**config.mk**
```make
export PLATFORM = sky130hd
export DESIGN_NAME = twiddle_gen_stage
export DESIGN_NICKNAME = d
export VERILOG_FILES = /design/src/rtl/fft_pkg.sv /design/src/rtl/twiddle_qrom.sv /design/src/rtl/twiddle_gen_stage.sv
export SDC_FILE = /design/constraint.sdc
export NUM_CORES = 1
export LEC_CHECK = 0
export CAP_MARGIN = 20
export CORE_MARGIN = 8
export CORE_UTILIZATION = 45
export CTS_CLUSTER_DIAMETER = 200
export DETAILED_ROUTE_END_ITERATION = 10
export PLACE_DENSITY = 0.6
export SYNTH_ARGS = -nofsm -noshare
export SYNTH_HDL_FRONTEND = slang
export SYNTH_SLANG_ARGS = --single-unit
```
**constraint.sdc**
```tcl
create_clock -name clk -period 4.4 [get_ports clk]
set_input_delay 0.88 -clock clk [delete_from_list [all_inputs] [get_ports clk]]
set_output_delay 0.88 -clock clk [all_outputs]
set_load 0.01 [all_outputs]
```
**src/rtl/fft_pkg.sv**
```systemverilog
// Shared FFT helpers: ceil-log2, twiddle scale and the rounding used
// to build the quarter-wave cosine tables at elaboration time.
package fft_pkg;

    localparam real PI = 3.14159265358979323846;

    // Ceiling log2, for v >= 1.
    function automatic int clog2(input int v);
        int r;
        r = 0;
        for (int i = 0; i < 31; i++) begin
            if ((1 << i) < v) begin
                r = i + 1;
            end
        end
        return r;
    endfunction

    // Twiddle unity for a signed width w: 2^(w-2), leaving one guard bit.
    function automatic int TW_ONE(input int w);
        return 1 << (w - 2);
    endfunction

    // Round half away from zero.
    function automatic int tw_round(input real x);
        if (x >= 0.0) begin
            return $rtoi(x + 0.5);
        end
        return -$rtoi(0.5 - x);
    endfunction

    // Quarter-wave table entry c(m) = round(ONE * cos(2*pi*m/n)).
    function automatic int tw_cos(input int m, input int n, input int w);
        real a;
        a = 2.0 * PI * real'(m) / real'(n);
        return tw_round(real'(TW_ONE(w)) * $cos(a));
    endfunction

endpackage

```
**src/rtl/twiddle_qrom.sv**
```systemverilog
// Quarter-wave cosine table, N/4+1 entries, with two registered reads.
// Ports: clk, rst, addr_a_i/addr_b_i (0..N/4), data_a_o/data_b_o.
import fft_pkg::*;

module twiddle_qrom #(
    parameter int N            = 256,
    parameter int bit_width_tw = 14,
    parameter int AW           = 7
) (
    input  logic                           clk,
    input  logic                           rst,
    input  logic [AW-1:0]                  addr_a_i,
    input  logic [AW-1:0]                  addr_b_i,
    output logic signed [bit_width_tw-1:0] data_a_o,
    output logic signed [bit_width_tw-1:0] data_b_o
);

    localparam int Q = N / 4;
    localparam int W = bit_width_tw;

    logic signed [W-1:0] rom [0:Q];
    logic signed [W-1:0] a_q;
    logic signed [W-1:0] b_q;

    // Table is a pure constant; synthesis folds it into LUT/ROM.
    for (genvar m = 0; m <= Q; m++) begin : g_rom
        assign rom[m] = W'(tw_cos(m, N, W));
    end

    always_ff @(posedge clk) begin
        if (rst) begin
            a_q <= '0;
            b_q <= '0;
        end else begin
            a_q <= rom[addr_a_i];
            b_q <= rom[addr_b_i];
        end
    end

    assign data_a_o = a_q;
    assign data_b_o = b_q;

endmodule

```
**src/rtl/twiddle_gen_stage.sv**
```systemverilog
// Twiddle generator for one radix-2 SDF stage: sample counter, exponent,
// quarter-wave fold, optional IFFT sin negation; 2-cycle latency.
// Ports: clk, rst, en, start, inverse -> cos_data, sin_data, tw_valid,
// tw_index.
import fft_pkg::*;

module twiddle_gen_stage #(
    parameter int N            = 256,
    parameter int SIZE         = 8,
    parameter int STAGE        = 1,
    parameter int bit_width_tw = 14
) (
    input  logic                           clk,
    input  logic                           rst,
    input  logic                           en,
    input  logic                           start,
    input  logic                           inverse,
    output logic signed [bit_width_tw-1:0] cos_data,
    output logic signed [bit_width_tw-1:0] sin_data,
    output logic                           tw_valid,
    output logic [SIZE-1:0]                tw_index
);

    localparam int W    = bit_width_tw;
    localparam int L    = N >> (STAGE - 1);
    localparam int Q    = N / 4;
    localparam int AW   = clog2(Q + 1);

    localparam logic [SIZE-1:0] LAST   = SIZE'(L - 1);
    localparam logic [SIZE-1:0] HALF_V = SIZE'(L / 2);
    localparam logic [SIZE-1:0] ONE    = SIZE'(1);
    localparam logic [AW-1:0]   Q_A    = AW'(Q);

    // Stage 0: counter and exponent.
    logic [SIZE-1:0] cnt_q;
    logic [SIZE-1:0] cnt_d;
    logic [SIZE-1:0] k;
    logic [SIZE-1:0] e_d;

    always_comb begin
        k     = start ? '0 : cnt_q;
        cnt_d = cnt_q;
        if (en) begin
            if (start) begin
                cnt_d = ONE;
            end else if (cnt_q == LAST) begin
                cnt_d = '0;
            end else begin
                cnt_d = cnt_q + ONE;
            end
        end
        // First half of each block is W^0; second half steps by 2^(STAGE-1).
        e_d = '0;
        if (k >= HALF_V) begin
            e_d = (k - HALF_V) << (STAGE - 1);
        end
    end

    logic [SIZE-1:0] e_q;
    logic            inv_q;
    logic            v_q;

    always_ff @(posedge clk) begin
        if (rst) begin
            cnt_q <= '0;
            e_q   <= '0;
            inv_q <= 1'b0;
            v_q   <= 1'b0;
        end else begin
            cnt_q <= cnt_d;
            v_q   <= en;
            if (en) begin
                e_q   <= e_d;
                inv_q <= inverse;
            end
        end
    end

    // ROM addresses come from e_d so the registered read lines up with e_q.
    logic [AW-1:0]       ra;
    logic [AW-1:0]       rb;
    logic signed [W-1:0] ca;
    logic signed [W-1:0] cb;

    assign ra = AW'(e_d[SIZE-3:0]);
    assign rb = Q_A - ra;

    twiddle_qrom #(
        .N            (N),
        .bit_width_tw (W),
        .AW           (AW)
    ) u_qrom (
        .clk      (clk),
        .rst      (rst),
        .addr_a_i (ra),
        .addr_b_i (rb),
        .data_a_o (ca),
        .data_b_o (cb)
    );

    // Stage 1: quadrant fold and IFFT negate.
    logic [1:0]          quad;
    logic signed [W-1:0] fc;
    logic signed [W-1:0] fs;
    logic signed [W-1:0] sn;

    assign quad = e_q[SIZE-1:SIZE-2];

    always_comb begin
        fc = ca;
        fs = cb;
        unique case (quad)
            2'd0: begin fc = ca;  fs = cb;  end
            2'd1: begin fc = -cb; fs = ca;  end
            2'd2: begin fc = -ca; fs = -cb; end
            2'd3: begin fc = cb;  fs = -ca; end
        endcase
        sn = inv_q ? -fs : fs;
    end

    logic signed [W-1:0] cos_q;
    logic signed [W-1:0] sin_q;
    logic [SIZE-1:0]     idx_q;
    logic                vld_q;

    // Outputs hold across en gaps; only tw_valid drops.
    always_ff @(posedge clk) begin
        if (rst) begin
            cos_q <= '0;
            sin_q <= '0;
            idx_q <= '0;
            vld_q <= 1'b0;
        end else begin
            vld_q <= v_q;
            if (v_q) begin
                cos_q <= fc;
                sin_q <= sn;
                idx_q <= e_q;
            end
        end
    end

    assign cos_data = cos_q;
    assign sin_data = sin_q;
    assign tw_index = idx_q;
    assign tw_valid = vld_q;

endmodule

```
==> flow_summary.toml, run 1 <==
[clock_tree]
insertion_delay_ns = 0.35
post_cts_buffers = 0
clockBufferDepth = 2
cts_root_buffer = "clkbuf_16"
cts.htree.levels = 3
post_cts_resize_count = 0
postCtsHoldBufs = 0
cts_buffers = 9
path_clk_slew_ns = 0.07
tritoncts = "done"
cts.sinks = 81

[synth]
synth_area_leaders = "dfxtp_1 (24%), nor2_1 (5.9%), nand2_1 (5.5%)"
ys_async_sr_fraction_pct = 0
synth_area_um2 = 6840
avgSynthCellArea_um2 = 7.34
synth_nets = 961
ys_seq_area_share_pct = 23.7
synth_seq_cells = 81
synth_edf_count = 0
synth_cells = 932
synth_top_area_share_pct = 23.7
yosys_warnings = 0
synth_ff_type = "dfxtp_1"
synth_top_area_cell = "dfxtp_1"
synth.distinct_cells = 82

[power_and_ir_drop]
ir_drop_mv = 0.177
leakagePower_nw = 2.73
pwr-share-comb_pct = 6.1
p_int_w = 0.00117
pwr-share-clk_pct = 46.0
p_sw_w = 0.000397
p_seq_share_pct = 47.9
swShare_pct = 25.3
p_per_area_nw_per_um2 = 205

[worst_setup_path]
crit_arrival_ns = 4.03
startpoint = "start"
cp_max_fo = 11
worstSetupEndpointType = "flop"
cp-endpoint = "u_qrom.data_b_o[8]"
cp-start-kind = "input pin"
cp.required_ns = 4.67
r2r_slack_ns = 1.05
r2r-end = "u_qrom.data_b_o[8]"
crit_type = "in -> reg"
r2r-start = "cnt_q[1]"
rr_worst_depth = 8

[global_route]
grt_usage_pct = 23.8
overflow = 0
grt_pass1_vias = 6827
grt_start_max_net_pins = 50
antenna_found_initial = 0
grt_pass1_wl_um = 37700

[routing]
drt-total-wl_um = 23900
vias = 7470
first_iter_violations = 776
vias_per_cell = 6.65
wl_per_cell_um = 21.3
drt-pass1-iter-count = 6
drc_errors = 0
drtAntennaViolNets = 0

[layout]
final_util_pct = 51.0
diodes = 0
final_cell_area_um2 = 7670
drive_gt1_share_pct = 8.34
syn_to_final_growth_pct = 12.2
finalNetCount = 959
final_cell_mix = "nor2_1 (108), nand2_1 (100), dfxtp_1 (79)"
final_common_cell = "nor2_1"
fill_cells = 1476

[placed_design]
globalplace.congestion = 0.965
dp_hpwl_um = 17000
place_ws_ns = 0.338
place_area_um2 = 7390
port_buffers = 41

[run_status]
status = "complete, no violations"

[timing]
tns_ns = 0
slew_headroom_pct = 27.6
rsz0062_at_grt = "no"
worstMarginPinSlew_ns = 1.08
fin_ws_ns = 0.632
slew_violations = 0
period_share_pct = 85.6
hold_viol = 0
period_needed_ns = 3.77
setup_viol = 0
hold_ws_ns = 0.460
skew_ns = 0.0104
fmax_mhz = 265

[floorplan]
rows = 45
start_util_pct = 45.5
fp.dieW_um = 139
fp.dieH_um = 139
die_area_um2 = 19400
coreArea_um2 = 15000
pin_count = 42

[hold_path]
hp-start = "cos_data[2]"
min_path_cells = 2
hold_class = "reg -> reg"

[job]
maxCapViolations = 0
==> metrics by stage <==
stage	std cells	power (W)
after floorplan	932	0.000827
after global placement	1107	0.000865
after detailed placement	1107	0.000866
after CTS	1123	0.00159
after global routing	1123	0.00162
final	1123	0.00157
==> final cells by class <==
type                    instances  area (um2)  share of cell area (%)
clock buffers                  10         229                    2.98
clock inverters                 6        51.3                   0.669
inverters                      32         120                    1.57
multi-input cells             732        4760                    62.0
flip-flops and latches         81        1620                    21.2
well taps                     188         235                    3.07
repair buffers                 74         653                    8.51
==> flip-flops by register name (all words and copies together) (netlist names) <==
| name | cells |
|---|---|
| inv_q | 1 |
| u_qrom.data_b_o | 13 |
| e_q | 8 |
| cnt_q | 8 |
| u_qrom.data_a_o | 13 |
| tw_valid | 1 |
| tw_index | 8 |
| sin_data | 14 |
| v_q | 1 |
| cos_data | 14 |
==> power groups by stage <==
stage | registers [W] | clock network [W] | logic, W
4_1_cts | 0.000753 | 0.000740 | 0.0000960
3_3_place_gp | 0.000769 | 0 | 0.0000956
3_5_place_dp | 0.000770 | 0 | 0.0000958
5_1_grt | 0.000755 | 0.000766 | 0.000103
2_1_floorplan | 0.000771 | 0 | 0.0000556
6_report | 0.000753 | 0.000723 | 0.0000953
==> Yosys cell counts, types with 9 or more instances <==
master / n
clkbuf_1: 67
xor2_1: 9
dfxtp_1: 81
ha_1: 23
o21ai_0: 56
o211ai_1: 18
o22ai_1: 10
mux2i_1: 30
xnor2_1: 9
nor2b_1: 9
nor4_1: 10
a31oi_1: 20
mux4_2: 11
inv_1: 29
buf_1: 17
nand3_1: 36
a311oi_1: 11
a21oi_1: 64
nor2_1: 108
nand2_1: 100
a211oi_1: 34
nor3_1: 31
==> critical path, cell delays in order <==
cell and delay (ns):
clkdlybuf4s50_1 0.55, nor2b_1 0.22, nand2_1 0.12, buf_4 0.25
ha_1 0.31, and3_1 0.22, o21ai_0 0.53, o21ai_0 0.24
mux4_2 0.49, a211oi_1 0.22
==> logic make-up (layout without fill, tap and decap cells) <==
kind of cell,Yosys count,count (layout),share of synthesized area [%]
AOI/OAI and AO/OA,295,295,29.5
xor gates and xnor gates,18,18,2.31
DFF,81,81,23.7
muxes,46,46,9.06
adders and majority gates,24,24,4.50
buffers and inverters,119,122,6.68
and+or+nand+nor,349,349,24.2
==> per-layer routing <==
layer	share of wire, %	wire length [um]	GRT usage [%]	vias up
met2	46	11000	38.2	388
met1	43	10200	29.6	3532
li1	-	-	-	3477
met5	0	0	0	-
met3	7.1	1710	4.99	73
met4	4.0	947	12.2	0
==> worst min-delay path by stage <==
| stage | slack, ns | end |
|---|---|---|
| floorplan | 0.46 | e_q[0] |
| global placement | 0.45 | cos_data[2] |
| detailed placement | 0.45 | cos_data[3] |
| CTS | 0.46 | cos_data[3] |
| global route | 0.48 | cos_data[4] |
| finish | 0.46 | cos_data[2] |
No activity file was read; power rests on OpenSTA's default activity.
==> run 2, diff against run 1 <==
--- a/config.mk
+++ b/config.mk
@@ -11,6 +11,7 @@
 export CTS_CLUSTER_DIAMETER = 200
 export DETAILED_ROUTE_END_ITERATION = 10
 export PLACE_DENSITY = 0.6
+export REMOVE_ABC_BUFFERS = 1
 export SYNTH_ARGS = -nofsm -noshare
 export SYNTH_HDL_FRONTEND = slang
 export SYNTH_SLANG_ARGS = --single-unit
==> run 2 against run 1 <==
Compared with the run above:
- core utilization rose by 0.51 points
- combinational power rose by 2.6%
- count of clock-buffer cells in the layout fell by 1
- flip-flop and latch count did not move
- final cell count rose by 0.36%
- routed wire length rose by 1.6%
==> flow_summary.toml, run 2 (synthesis gave the netlist of run 1 again) <==
[run_status]
status = "complete, no violations"

[worst_setup_path]
worstSetupEndpointType = "flop"
crit_type = "in -> reg"
cp_max_fo = 26
rr_worst_depth = 9
cp.required_ns = 4.59
slowest_stage = "a2111oi_0"
r2r-start = "u_qrom.data_b_o[0]"
crit_arrival_ns = 3.86
cp_common_cell = "buf_4"
slowest_delay_ns = 0.70
crit_path_cell_trace = "clkdlybuf4s50_1 -> buf_4 -> nand3b_1 -> buf_4 -> nand3_1 -> xnor2_1 -> buf_4 -> a21oi_1 -> a2111oi_0 -> a211oi_1"
r2r-end = "sin_data[9]"
cp-start-kind = "input pin"
r2r_slack_ns = 1.04

[routing]
drtAntennaViolNets = 0
vias_per_cell = 6.55
drc_errors = 0
first_iter_violations = 819
drt-total-wl_um = 24300
drt-pass1-iter-count = 6
wl_per_cell_um = 21.5
vias = 7377

[timing]
slew_violations = 0
fin_ws_ns = 0.732
rsz0062_at_grt = "no"
slew_headroom_pct = 36.6
setup_viol = 0
period_share_pct = 83.4
fmax_mhz = 273
period_needed_ns = 3.67
skew_ns = 0.0101
tns_ns = 0
worstMarginPinSlew_ns = 0.951
hold_viol = 0

[placed_design]
place_area_um2 = 7420
globalplace.congestion = 0.962
place_ws_ns = 0.495
port_buffers = 41
dp_hpwl_um = 17300

[floorplan]
coreArea_um2 = 15000
rows = 45
die_area_um2 = 19400
start_util_pct = 45.5
fp.dieH_um = 139
pin_count = 42
fp.dieW_um = 139

[layout]
finalNetCount = 963
drive_gt1_share_pct = 8.84
syn_to_final_growth_pct = 13.3
final_common_cell = "nor2_1"
final_cell_mix = "nor2_1 (108), nand2_1 (100), dfxtp_1 (79)"
final_util_pct = 51.6
diodes = 0
final_cell_area_um2 = 7750

[global_route]
grt_usage_pct = 24.4
grt_pass1_vias = 7103
overflow = 0
grt_start_max_net_pins = 50
grt_pass1_wl_um = 38600
antenna_found_initial = 0

[clock_tree]
cts_buffers = 9
cts.sinks = 81
insertion_delay_ns = 0.35
postCtsHoldBufs = 0
tritoncts = "done"
clockBufferDepth = 2
cts.htree.levels = 3
path_clk_slew_ns = 0.06
post_cts_buffers = 0
cts_root_buffer = "clkbuf_16"
post_cts_resize_count = 0

[hold_path]
hold_path_end = "cos_data[3]"
min_path_cells = 2
hold_class = "reg -> reg"
hp-start = "cos_data[3]"

[power_and_ir_drop]
leakagePower_nw = 2.77
ir_drop_mv = 0.177
p_per_area_nw_per_um2 = 217
pwr-share-comb_pct = 5.8
p_seq_share_pct = 44.8
p_sw_w = 0.000392
pwr-share-clk_pct = 49.3
swShare_pct = 23.4
p_int_w = 0.00129

[job]
maxCapViolations = 0
[run 2: per-stage QoR]
step                cells  total power (W)  hold WS [ns]
detailed placement   1111         0.000867         0.457
floorplan             845         0.000815         0.460
finish               1127          0.00168         0.464
global route         1127          0.00173         0.485
global placement     1111         0.000867         0.447
CTS                  1127          0.00170         0.466
[run 2: layout make-up]
type                    count  area, um2
clock buffers               9        225
repair buffers             78        683
well taps                 188        235
clock inverters             7        101
flip-flops and latches     81       1620
multi-input cells         732       4760
fillers                  1479       7280
inverters                  32        120
[run 2: power groups by stage]
stage	clock network, W	logic, W	registers (W)
6_report	0.000829	0.0000978	0.000753
3_3_place_gp	0	0.0000975	0.000769
2_1_floorplan	0	0.0000363	0.000779
4_1_cts	0.000844	0.0000978	0.000753
3_5_place_dp	0	0.0000975	0.000770
5_1_grt	0.000873	0.000107	0.000755
[run 2: worst max-delay path: cells and delay by family]
kind / cells / cell delay (ns)
buffers and inverters: 4 / 1.34
xor gates and xnor gates: 1 / 0.20
AOI/OAI and AO/OA: 3 / 0.93
and+or+nand+nor: 2 / 0.48
[run 2: worst max path at each step]
| stage | startpoint | depth (start not counted) | to | slack (ns) |
|---|---|---|---|---|
| after global routing | start | 11 | u_qrom.data_b_o[5] | 0.60 |
| after global placement | start | 10 | u_qrom.data_b_o[5] | 0.44 |
| after detailed placement | start | 11 | u_qrom.data_b_o[5] | 0.50 |
| after floorplan | start | 11 | u_qrom.data_b_o[4] | 0.34 |
| final | start | 10 | u_qrom.data_b_o[5] | 0.73 |
| after CTS | start | 11 | u_qrom.data_b_o[5] | 0.84 |
[run 2: per-layer routing]
metal	vias to the layer above	routed length (um)	global-route usage, %
met3	72	1630	3.56
met4	0	947	12.1
met5	-	0	0
met2	346	11500	40.2
met1	3490	10200	30.7
li1	3469	-	-
==> run 3, diff against run 2 <==
--- a/config.mk
+++ b/config.mk
@@ -10,7 +10,7 @@
 export CORE_UTILIZATION = 45
 export CTS_CLUSTER_DIAMETER = 200
 export DETAILED_ROUTE_END_ITERATION = 10
-export PLACE_DENSITY = 0.6
+export PLACE_DENSITY = 0.63
 export REMOVE_ABC_BUFFERS = 1
 export SYNTH_ARGS = -nofsm -noshare
 export SYNTH_HDL_FRONTEND = slang
==> constraint.sdc (replaced) <==
create_clock -name clk -period 3 [get_ports clk]
set_input_delay 0.6 -clock clk [delete_from_list [all_inputs] [get_ports clk]]
set_output_delay 0.6 -clock clk [all_outputs]
set_load 0.01 [all_outputs]
==> run 3 against run 2 <==
Compared with the run above:
- global-route usage is 0.19 points higher
- critical endpoint is now sin_data[13]
- final cell count is 10% higher
- combinational power is 46% higher
- hold slack worse by 0.0052 ns
- critical path depth stayed put
- highest routed layer unchanged
==> flow_summary.toml, run 3 (synthesis gave the netlist of run 1 again) <==
[run_status]
status = "complete, no violations"

[floorplan]
fp.dieW_um = 139
pin_count = 42
start_util_pct = 45.5
fp.dieH_um = 139
rows = 45
coreArea_um2 = 15000
die_area_um2 = 19400

[layout]
final_cell_area_um2 = 8690
layout.cells.non_filler = 1245
final_cell_mix = "buf_4 (150), nor2_1 (108), nand2_1 (100)"
drive_gt1_share_pct = 19.9
finalNetCount = 1081
final_common_cell = "buf_4"
diodes = 0
syn_to_final_growth_pct = 27.0

[job]
maxCapViolations = 0

[global_route]
grt_pass1_vias = 7245
grt_usage_pct = 24.6
antenna_found_initial = 0
grt_pass1_wl_um = 38900
overflow = 0
grt_start_max_net_pins = 61

[power_and_ir_drop]
leakagePower_nw = 3.36
ir_drop_mv = 0.286
power.total_w = 0.00234
p_per_area_nw_per_um2 = 269

[clock_tree]
cts.sinks = 81
cts_root_buffer = "clkbuf_16"
clockBufferDepth = 2
cts_buffers = 9
postCtsHoldBufs = 0
insertion_delay_ns = 0.35
cts.htree.levels = 3
path_clk_slew_ns = 0.07
tritoncts = "done"

[timing]
slew_headroom_pct = 49.5
fmax_mhz = 349
period_share_pct = 95.5
hold_ws_ns = 0.459
hold_viol = 0
period_needed_ns = 2.87
skew_ns = 0.00618
fin_ws_ns = 0.135
rsz0062_at_grt = "no"
setup_viol = 0
slew_violations = 0
worstMarginPinSlew_ns = 0.745

[routing]
wl_per_cell_um = 19.4
vias = 7680
drc_errors = 0
vias_per_cell = 6.17
drtAntennaViolNets = 0
drt-total-wl_um = 24100
drt-pass1-iter-count = 6
first_iter_violations = 1020

[hold_path]
hp-start = "cos_data[2]"
min_path_cells = 2
hold_class = "reg -> reg"
hold_path_end = "cos_data[2]"

[placed_design]
place_ws_ns = -0.182
globalplace.congestion = 0.982
dpl.cell_count = 1229
dp_hpwl_um = 17800
place_area_um2 = 8370
port_buffers = 41

[worst_setup_path]
crit_arrival_ns = 3.09
r2r_slack_ns = 0.13
cp.required_ns = 3.22
cp-start-kind = "flop"
crit_type = "reg -> reg"
rr_worst_depth = 10
r2r-start = "u_qrom.data_a_o[0]"
worstSetupEndpointType = "flop"
cp_max_fo = 7
r2r-end = "sin_data[13]"
## run 3: final cells by class
type / instances / area (um2)
Inverter: 32 / 120
Multi-Input combinational cell: 732 / 4790
Fill cell: 1426 / 6350
Clock inverter: 7 / 62.6
Clock buffer: 9 / 225
Timing Repair Buffer: 196 / 1620
Sequential cell: 81 / 1630
Tap cell: 188 / 235
## run 3: where the power goes
| part | internal (W) | switching (W) |
|---|---|---|
| logic | 0.0000614 | 0.0000812 |
| clock network | 0.000577 | 0.000511 |
| registers | 0.00109 | 0.0000143 |
| total | 0.00173 | 0.000607 |
## run 3: through the flow
| stage | utilization (%) | setup TNS [ns] |
|---|---|---|
| 2_1_floorplan | - | -14.45 |
| 3_3_place_gp | 55.7 | -1.14 |
| 3_5_place_dp | 55.7 | -1.49 |
| 4_1_cts | 57.6 | 0 |
| 5_1_grt | 57.8 | 0 |
| 6_report | 57.8 | 0 |
## run 3: routing by layer
layer	vias up	track usage (%)	share of wire [%]
met1	3530	30.6	43
met3	54	4.79	7.9
li1	3717	-	-
met2	379	40.4	46
met4	0	11.3	2.9
met5	-	0	0
## run 3: critical path: stages (launching register included)
cell and delay (ns):
dfxtp_1 0.33, buf_4 0.16, or4_1 0.54, a22oi_1 0.25, a32oi_1 0.13, buf_4 0.17, nor4_1 0.38, buf_4 0.20
nand3_1 0.15, o41ai_1 0.30, nand3_1 0.11
## run 3: worst max path at each step
| stage | startpoint | end | slack (ns) | depth (start not counted) |
|---|---|---|---|---|
| floorplan | e_q[6] | sin_data[9] | -0.83 | 6 |
| global placement | start | u_qrom.data_b_o[5] | -0.13 | 11 |
| detailed placement | start | u_qrom.data_b_o[8] | -0.18 | 10 |
| CTS | u_qrom.data_b_o[0] | sin_data[10] | 0.03 | 10 |
| global route | u_qrom.data_b_o[0] | sin_data[13] | 0.006 | 11 |
| finish | u_qrom.data_a_o[0] | sin_data[13] | 0.13 | 10 |
## run 3: timing repair
action                     CTS  global route
gates resized for setup      0            12
buffers inserted             0             0
setup endpoints to repair    0             8
